## src/rtl/mc_control_fsm.sv

```systemverilog
// mc_control_fsm: multicycle control unit for a 32-bit MIPS-subset datapath.
// Defining MC_CTRL_JAL_EN adds jal/jr support and widens reg_dst to 2 bits.
module mc_control_fsm #(
    parameter bit RESET_ILLEGAL = 1'b0
) (
    input  logic       clk,
    input  logic       reset,
    input  logic [5:0] op,
    input  logic [5:0] funct,
    input  logic       flag_z,
    input  logic       mem_ready,
    output logic       mem_req,
    output logic       mem_we,
    output logic       ir_write,
    output logic       pc_write,
    output logic [1:0] pc_src,
    output logic [1:0] alu_src_a,
    output logic [1:0] alu_src_b,
    output logic [4:0] alufn,
    output logic       sgnext,
    output logic       reg_write,
`ifdef MC_CTRL_JAL_EN
    output logic [1:0] reg_dst,
`else
    output logic       reg_dst,
`endif
    output logic       mem_to_reg,
    output logic       illegal,
    output logic       halted
);
`ifdef MC_CTRL_JAL_EN
    localparam int RDW = 2;
`else
    localparam int RDW = 1;
`endif
    localparam logic [4:0] FN_ADD  = 5'b00001;
    localparam logic [4:0] FN_SUB  = 5'b10001;
    localparam logic [4:0] FN_AND  = 5'b00000;
    localparam logic [4:0] FN_OR   = 5'b00100;
    localparam logic [4:0] FN_XOR  = 5'b01000;
    localparam logic [4:0] FN_NOR  = 5'b01100;
    localparam logic [4:0] FN_SLL  = 5'b00010;
    localparam logic [4:0] FN_SRL  = 5'b01010;
    localparam logic [4:0] FN_SRA  = 5'b01110;
    localparam logic [4:0] FN_SLT  = 5'b10011;
    localparam logic [4:0] FN_SLTU = 5'b10111;

    localparam logic [5:0] OP_RTYPE = 6'b000000;
    localparam logic [5:0] OP_J     = 6'b000010;
    localparam logic [5:0] OP_BEQ   = 6'b000100;
    localparam logic [5:0] OP_BNE   = 6'b000101;
    localparam logic [5:0] OP_LUI   = 6'b001111;
    localparam logic [5:0] OP_LW    = 6'b100011;
    localparam logic [5:0] OP_SW    = 6'b101011;
    localparam logic [5:0] F_SLL    = 6'b000000;
    localparam logic [5:0] F_SRL    = 6'b000010;
    localparam logic [5:0] F_SRA    = 6'b000011;
`ifdef MC_CTRL_JAL_EN
    localparam logic [5:0] OP_JAL   = 6'b000011;
    localparam logic [5:0] F_JR     = 6'b001000;
`endif

    typedef enum logic [3:0] {
        FETCH, DECODE, MEMADDR, MEMRD, MEMWB, MEMWR, EXEC_R, WB_R,
        EXEC_I, WB_I, BRANCH, JUMP, ILLEGAL, HALT, JAL, JR
    } state_t;

    state_t     state_q, state_d;
    logic       illegal_q;
    logic [4:0] r_fn, i_fn;
    logic       r_ok;

    // R-type ALU function; r_ok marks functs that run through EXEC_R
    always_comb begin
        r_ok = 1'b1;
        case (funct)
            6'b100000, 6'b100001: r_fn = FN_ADD;
            6'b100010, 6'b100011: r_fn = FN_SUB;
            6'b100100:            r_fn = FN_AND;
            6'b100101:            r_fn = FN_OR;
            6'b100110:            r_fn = FN_XOR;
            6'b100111:            r_fn = FN_NOR;
            6'b101010:            r_fn = FN_SLT;
            6'b101011:            r_fn = FN_SLTU;
            F_SLL:                r_fn = FN_SLL;
            F_SRL:                r_fn = FN_SRL;
            F_SRA:                r_fn = FN_SRA;
            default: begin
                r_fn = FN_ADD;
                r_ok = 1'b0;
            end
        endcase
    end

    // I-type ALU function, indexed by the low opcode bits of the 001xxx group
    always_comb begin
        case (op[2:0])
            3'd0, 3'd1: i_fn = FN_ADD;
            3'd2:       i_fn = FN_SLT;
            3'd3:       i_fn = FN_SLTU;
            3'd4:       i_fn = FN_AND;
            3'd5:       i_fn = FN_OR;
            3'd6:       i_fn = FN_XOR;
            default:    i_fn = FN_SLL;
        endcase
    end

    // Next-state selection
    always_comb begin
        state_d = state_q;
        case (state_q)
            FETCH:   state_d = mem_ready ? DECODE : FETCH;
            DECODE: begin
                if (op == OP_LW || op == OP_SW) state_d = MEMADDR;
                else if (op == OP_RTYPE && r_ok) state_d = EXEC_R;
                else if (op[5:3] == 3'b001) state_d = EXEC_I;
                else if (op == OP_BEQ || op == OP_BNE) state_d = BRANCH;
                else if (op == OP_J) state_d = JUMP;
`ifdef MC_CTRL_JAL_EN
                else if (op == OP_JAL) state_d = JAL;
                else if (op == OP_RTYPE && funct == F_JR) state_d = JR;
`endif
                else state_d = ILLEGAL;
            end
            MEMADDR: state_d = (op == OP_SW) ? MEMWR : MEMRD;
            MEMRD:   state_d = mem_ready ? MEMWB : MEMRD;
            MEMWR:   state_d = mem_ready ? FETCH : MEMWR;
            EXEC_R:  state_d = WB_R;
            EXEC_I:  state_d = WB_I;
            ILLEGAL: state_d = RESET_ILLEGAL ? HALT : FETCH;
            HALT:    state_d = HALT;
            default: state_d = FETCH;
        endcase
    end

    // State register and sticky illegal flag, set on entry to ILLEGAL
    always_ff @(posedge clk or posedge reset) begin
        if (reset) begin
            state_q   <= FETCH;
            illegal_q <= 1'b0;
        end else begin
            state_q   <= state_d;
            illegal_q <= illegal_q | (state_d == ILLEGAL);
        end
    end

    // Control word; reset forces the idle word so a pending request drops immediately
    always_comb begin
        mem_req    = 1'b0;
        mem_we     = 1'b0;
        ir_write   = 1'b0;
        pc_write   = 1'b0;
        pc_src     = 2'b00;
        alu_src_a  = 2'b00;
        alu_src_b  = 2'b00;
        alufn      = FN_ADD;
        sgnext     = 1'b0;
        reg_write  = 1'b0;
        reg_dst    = '0;
        mem_to_reg = 1'b0;
        halted     = 1'b0;
        case (state_q)
            FETCH: begin
                mem_req   = 1'b1;
                alu_src_b = 2'b01;
                ir_write  = mem_ready;
                pc_write  = mem_ready;
            end
            DECODE: begin
                alu_src_b = 2'b11;
                sgnext    = 1'b1;
            end
            EXEC_R: begin
                alu_src_a = (funct == F_SLL || funct == F_SRL || funct == F_SRA) ? 2'b10 : 2'b01;
                alufn     = r_fn;
            end
            WB_R: begin
                reg_write = 1'b1;
                reg_dst   = RDW'(1);
            end
            EXEC_I: begin
                alu_src_a = (op == OP_LUI) ? 2'b11 : 2'b01;
                alu_src_b = 2'b10;
                alufn     = i_fn;
                sgnext    = ~op[2];
            end
            WB_I: reg_write = 1'b1;
            MEMADDR: begin
                alu_src_a = 2'b01;
                alu_src_b = 2'b10;
                sgnext    = 1'b1;
            end
            MEMRD: mem_req = 1'b1;
            MEMWB: begin
                reg_write  = 1'b1;
                mem_to_reg = 1'b1;
            end
            MEMWR: begin
                mem_req = 1'b1;
                mem_we  = 1'b1;
            end
            BRANCH: begin
                alu_src_a = 2'b01;
                alufn     = FN_SUB;
                pc_src    = 2'b01;
                pc_write  = (op == OP_BNE) ? ~flag_z : flag_z;
            end
            JUMP: begin
                pc_write = 1'b1;
                pc_src   = 2'b10;
            end
            HALT: halted = 1'b1;
`ifdef MC_CTRL_JAL_EN
            JAL: begin
                pc_write  = 1'b1;
                pc_src    = 2'b10;
                reg_write = 1'b1;
                reg_dst   = RDW'(2);
            end
            JR: begin
                pc_write  = 1'b1;
                alu_src_a = 2'b01;
                alufn     = FN_OR;
            end
`endif
            default: ;
        endcase
        if (reset) begin
            mem_req    = 1'b0;
            mem_we     = 1'b0;
            ir_write   = 1'b0;
            pc_write   = 1'b0;
            pc_src     = 2'b00;
            alu_src_a  = 2'b00;
            alu_src_b  = 2'b00;
            alufn      = FN_ADD;
            sgnext     = 1'b0;
            reg_write  = 1'b0;
            reg_dst    = '0;
            mem_to_reg = 1'b0;
            halted     = 1'b0;
        end
    end

    assign illegal = illegal_q;

endmodule
```

## config.mk

```make
export PLATFORM = sky130hd
export DESIGN_NAME = mc_control_fsm
export DESIGN_NICKNAME = d
export VERILOG_FILES = /design/src/rtl/mc_control_fsm.sv
export SDC_FILE = /design/constraint.sdc
export NUM_CORES = 1
export LEC_CHECK = 0
export ABC_AREA = 1
export CAP_MARGIN = 10
export CORE_UTILIZATION = 38
export DETAILED_ROUTE_END_ITERATION = 10
export PLACE_DENSITY = 0.87
export REMOVE_ABC_BUFFERS = 1
export SLEW_MARGIN = 25
export SYNTH_ARGS = -nofsm -noshare
export SYNTH_HDL_FRONTEND = slang
export SYNTH_SLANG_ARGS = --single-unit
```

## constraint.sdc

```tcl
create_clock -name clk -period 1.5 [get_ports clk]
set_clock_uncertainty 0.2 [all_clocks]
set_input_delay 0.15 -clock clk [delete_from_list [all_inputs] [get_ports clk]]
set_output_delay 0.15 -clock clk [all_outputs]
set_load 0.1 [all_outputs]
```

==> summary.txt, run 1 <==
Synth
  • Yosys reg bits: 5
  • Yosys Warn Count: 0
  • Synth Cell Area: about 840 um^2
  • Top-area cell type share of the netlist area: 0.156
  • Netlist cell types: 23
  • Synthesized area per cell: between 5 and 6 um^2
  • Post-Syn Instances: roughly 160
  • Sequential cell area fraction in the yosys report: 0.149
  • Largest cells by area after synthesis: nand2_1, nor2_1, dfrtp_1
  • Synth area leader: nand2_1

Outcome
  • Exit stage: clock tree synthesis
  • Status: aborted with a tool error
  • Run Error: [ERROR DPL-0038] Utilization greater than 100%, impossible to legalize

Place
  • RePlAce Congestion: ~0.94
  • PortBufs: 36
  • Placed cell area: ~1700 um^2
  • DP HPWL: approximately 3600 um
  • Setup WS pre-CTS: -0.773 ns

CTS
  • CTS resizes: roughly 110
  • TritonCTS Buffers: 3
  • Setup Buffers After CTS: 12
  • Clock sink total: 5
  • Hold_buf cts: 0
  • H-tree levels: 1
  • Longest Clk Path Bufs: 2
  • Root Buffer: clkbuf_4

Die
  • Cell Rows: 16
  • IO Pins: 37
  • Die H: 49.0 um
  • Initial Util: 0.415
  • Die X: just under 50 um
[per-stage QoR]
| step | cells | utilization | hold slack (ns) |
|---|---|---|---|
| detailed placement | 266 | 0.864 | 0.327 |
| floorplan | 162 | - | -0.252 |
| global placement | 266 | 0.864 | 0.312 |
[synthesized netlist by cell type, drive strengths merged]
master / count
a211oi: 1
a21o: 1
a21oi: 4
a22oi: 1
a31oi: 4
a41oi: 1
clkbuf: 1
dfrtp: 5
inv: 31
nand2: 36
nand3: 14
nand4: 4
nor2: 40
nor3: 6
nor3b: 1
o211ai: 2
o21ai: 10
o31ai: 1
[logic make-up after synthesis]
kind of cell           after synthesis  share of synthesized area
and+or+nand+nor                    101                      0.531
DFF                                  5                      0.149
AOI/OAI and AO/OA                   25                      0.177
buffers and inverters               32                      0.143
==> run 2, diff against run 1 <==
Settings changed: CORE_AREA set to 2 2 63 65, CORE_UTILIZATION 38 to not set, DIE_AREA set to 0 0 65 67, PLACE_DENSITY 0.87 to not set, PLACE_DENSITY_LB_ADDON set to 0.15.
Clock period 1.5 ns to 2 ns, I/O delays scaled along.
==> summary.txt, run 2 <==
Outcome
  • Status: complete, but fails checks
  • Failing checks: negative setup slack

Routing
  • DR iter-0 viols: 39
  • DRC Markers: 0
  • WL final: about 3400 um
  • Drt pass-1 iters: 4
  • DRT antenna net count: 0
  • Vias/cell: approximately 4.6
  • Average wire per standard cell: 11.6 um
  • Vias: approximately 1300

Final layout
  • Largest register FFs: 4
  • Nets: between 200 and 300
  • Most frequent cells in the layout: buf_4, nand2_1, nor2_1
  • Inserted Diodes: 0
  • Post-route insts no fill: 290
  • Layout area overhead: 137%
  • Ratio of cells with drive above 1 in the final layout: 0.450
  • Reg with most FFs: state_q
  • Commonest non-fill, non-tap cell in the layout: buf_4

STA
  • Hold Fails Final Rpt: 0
  • Min Tclk post-route: 2.11 ns
  • Max Freq: ~0.47 GHz
  • Final setup viols: 7
  • Slew Limit Fails: 0
  • RSZ-0062 raised after global routing: yes
  • Setup_tns: -0.235 ns
  • Worst Max-Slew Pin Slew: just over 0.4 ns
  • Slew HR: 0.728
  • Final period util: 1.05
  • Slack of the critical path: -0.107 ns

Synth
  • Synthesized area per cell: around 5.2 um^2
  • Netlist cell types: 23
  • Sequential cell area fraction in the yosys report: 0.149
  • Top FF cell, synth: dfrtp_1
  • Largest cells by area after synthesis: nand2_1, nor2_1, dfrtp_1
  • Yosys reg bits: 5
  • Yosys Warn Count: 0
  • Top-area cell type share of the netlist area: 0.156
  • Synth Cell Area: between 800 and 900 um^2
  • Commonest cells post-synth: nand2_1, nor2_1, inv_1
  • Post-Syn Instances: between 150 and 200
  • Synth area leader: nand2_1
  • EDFF count, synth: 0
  • Fraction of registers with async set/reset: 1.00
  • Most frequent cell after synthesis: nand2_1

Global routing
  • First-pass GRT wire length: 5310 um
  • GR Overflow Total: 0
  • GRT Total Usage: 0.151
  • Initial antenna violation count: 0
  • Vias in the first global route: 1270
  • Largest net degree at the start of global routing: 9

CTS
  • Root Buffer: clkbuf_8
  • Clock sink total: 5
  • Reg clk slew, reported paths: around 0.04 ns
  • TritonCTS Buffers: 3
  • Worst-Skew Late Latency: between 0.2 and 0.25 ns
  • Hold_buf cts: 0
  • TritonCTS clock tree: done
  • H-tree levels: 1
  • Longest Clk Path Bufs: 2

Worst hold path
  • Worst Hold Path EP: illegal
  • Hold path depth: 2
  • Hold Path Origin: illegal
  • Class of the worst hold path: reg -> reg

Place
  • DP HPWL: 2450 um
  • RePlAce Congestion: ~0.85
  • Placed cell count: 276
  • Setup WS pre-CTS: -0.246 ns
  • PortBufs: 36

Die
  • Initial Util: 0.233
  • Full die area: roughly 4400 um^2
  • IO Pins: 37
  • Core Region: about 3600 um^2
  • Cell Rows: 22
  • Die H: 67 um
  • Die X: 65 um

Worst setup path
  • Critical Path Source: state_q[3]
  • Critical-path cell list: nor2_4, inv_4, nor2_4, o31ai_2, a31oi_1, bufbuf_16
  • WP data arrival: about 1.7 ns
  • R2r endpoint: illegal
  • CP max FO: 5
  • R2R cell count: 9
  • Reg-to-Reg Start: state_q[3]
  • Worst EP required: 1.60 ns
  • Slowest cell delay on critical path: between 0.4 and 0.5 ns
  • Critical Path Start Type: register
  • Crit-path slowest cell: dfrtp_2
  • CP dominant cell by count: nor2_4
  • Crit path capture type: output pin
  • Critical path type: reg -> out
  • Reg2reg setup slack: 0.22 ns

Run
  • Max Cap Viol: 0

Power
  • Worst vdd rail ir drop: 0.704 mV
  • Leak: ~0.96 nW
  • PD cells: roughly 960 nW/um^2
  • Tot Pwr: approximately 1.9 mW
## run 2: final cells by class
type / count / area (um^2)
fillers: 337 / 1620
repair buffers: 76 / 882
multi-input cells: 126 / 751
flip-flops and latches: 5 / 129
inverters: 31 / 121
well taps: 48 / 60.1
clock buffers: 4 / 45.0
## run 2: worst max-delay path by stage
stage	to	slack (ns)
global placement	alufn[2]	-0.19
floorplan	pc_write	-1.31
finish	sgnext	-0.11
CTS	sgnext	-0.09
global route	sgnext	-0.18
detailed placement	alufn[2]	-0.25
## run 2: logic make-up (layout without fill, tap and decap cells)
kind of cell	Yosys count	in the layout	synth area share
flip-flops	5	5	0.149
buffers and inverters	32	111	0.143
AND/OR/NAND/NOR	101	101	0.531
AO/OA/AOI/OAI	25	25	0.177
## run 2: power breakdown
group	switching (mW)	total, mW	leakage (nW)	internal, mW
Sequential	0.0558	0.193	0.0568	0.137
Clock	0.0508	0.188	0.0228	0.137
Combinational	0.957	1.53	0.881	0.577
## run 2: metrics by stage
stage	hold WS, ns	util	area [um^2]
global placement	0.252	0.466	1680
floorplan	-0.202	-	836
CTS	0.269	0.517	1860
global route	0.314	0.551	1990
detailed placement	0.258	0.466	1680
finish	0.265	0.551	1990
## run 2: timing repair
action,4_1_cts,5_1_grt
setup buffers,6,4
pin swaps,10,6
gates resized for setup,30,24
endpoints found under the setup margin,11,14
gates cloned,0,0
## run 2: layer usage
metal | track usage | share of wire | vias to the layer above
li1 | - | - | 684
met1 | 0.191 | 0.42 | 633
met2 | 0.273 | 0.54 | 23
met3 | 0.0135 | 0.032 | 2
met4 | 0.0399 | 0.0065 | 0
met5 | 0 | 0 | -
## run 2: worst max-delay path, delay by kind of cell, from the launching register on
kind,cells,cell delay (ns)
AOI/OAI and AO/OA,2,0.25
buffers and inverters,2,0.41
DFF,1,0.46
and+or+nand+nor,2,0.35
No activity file was read; power rests on OpenSTA's default activity.
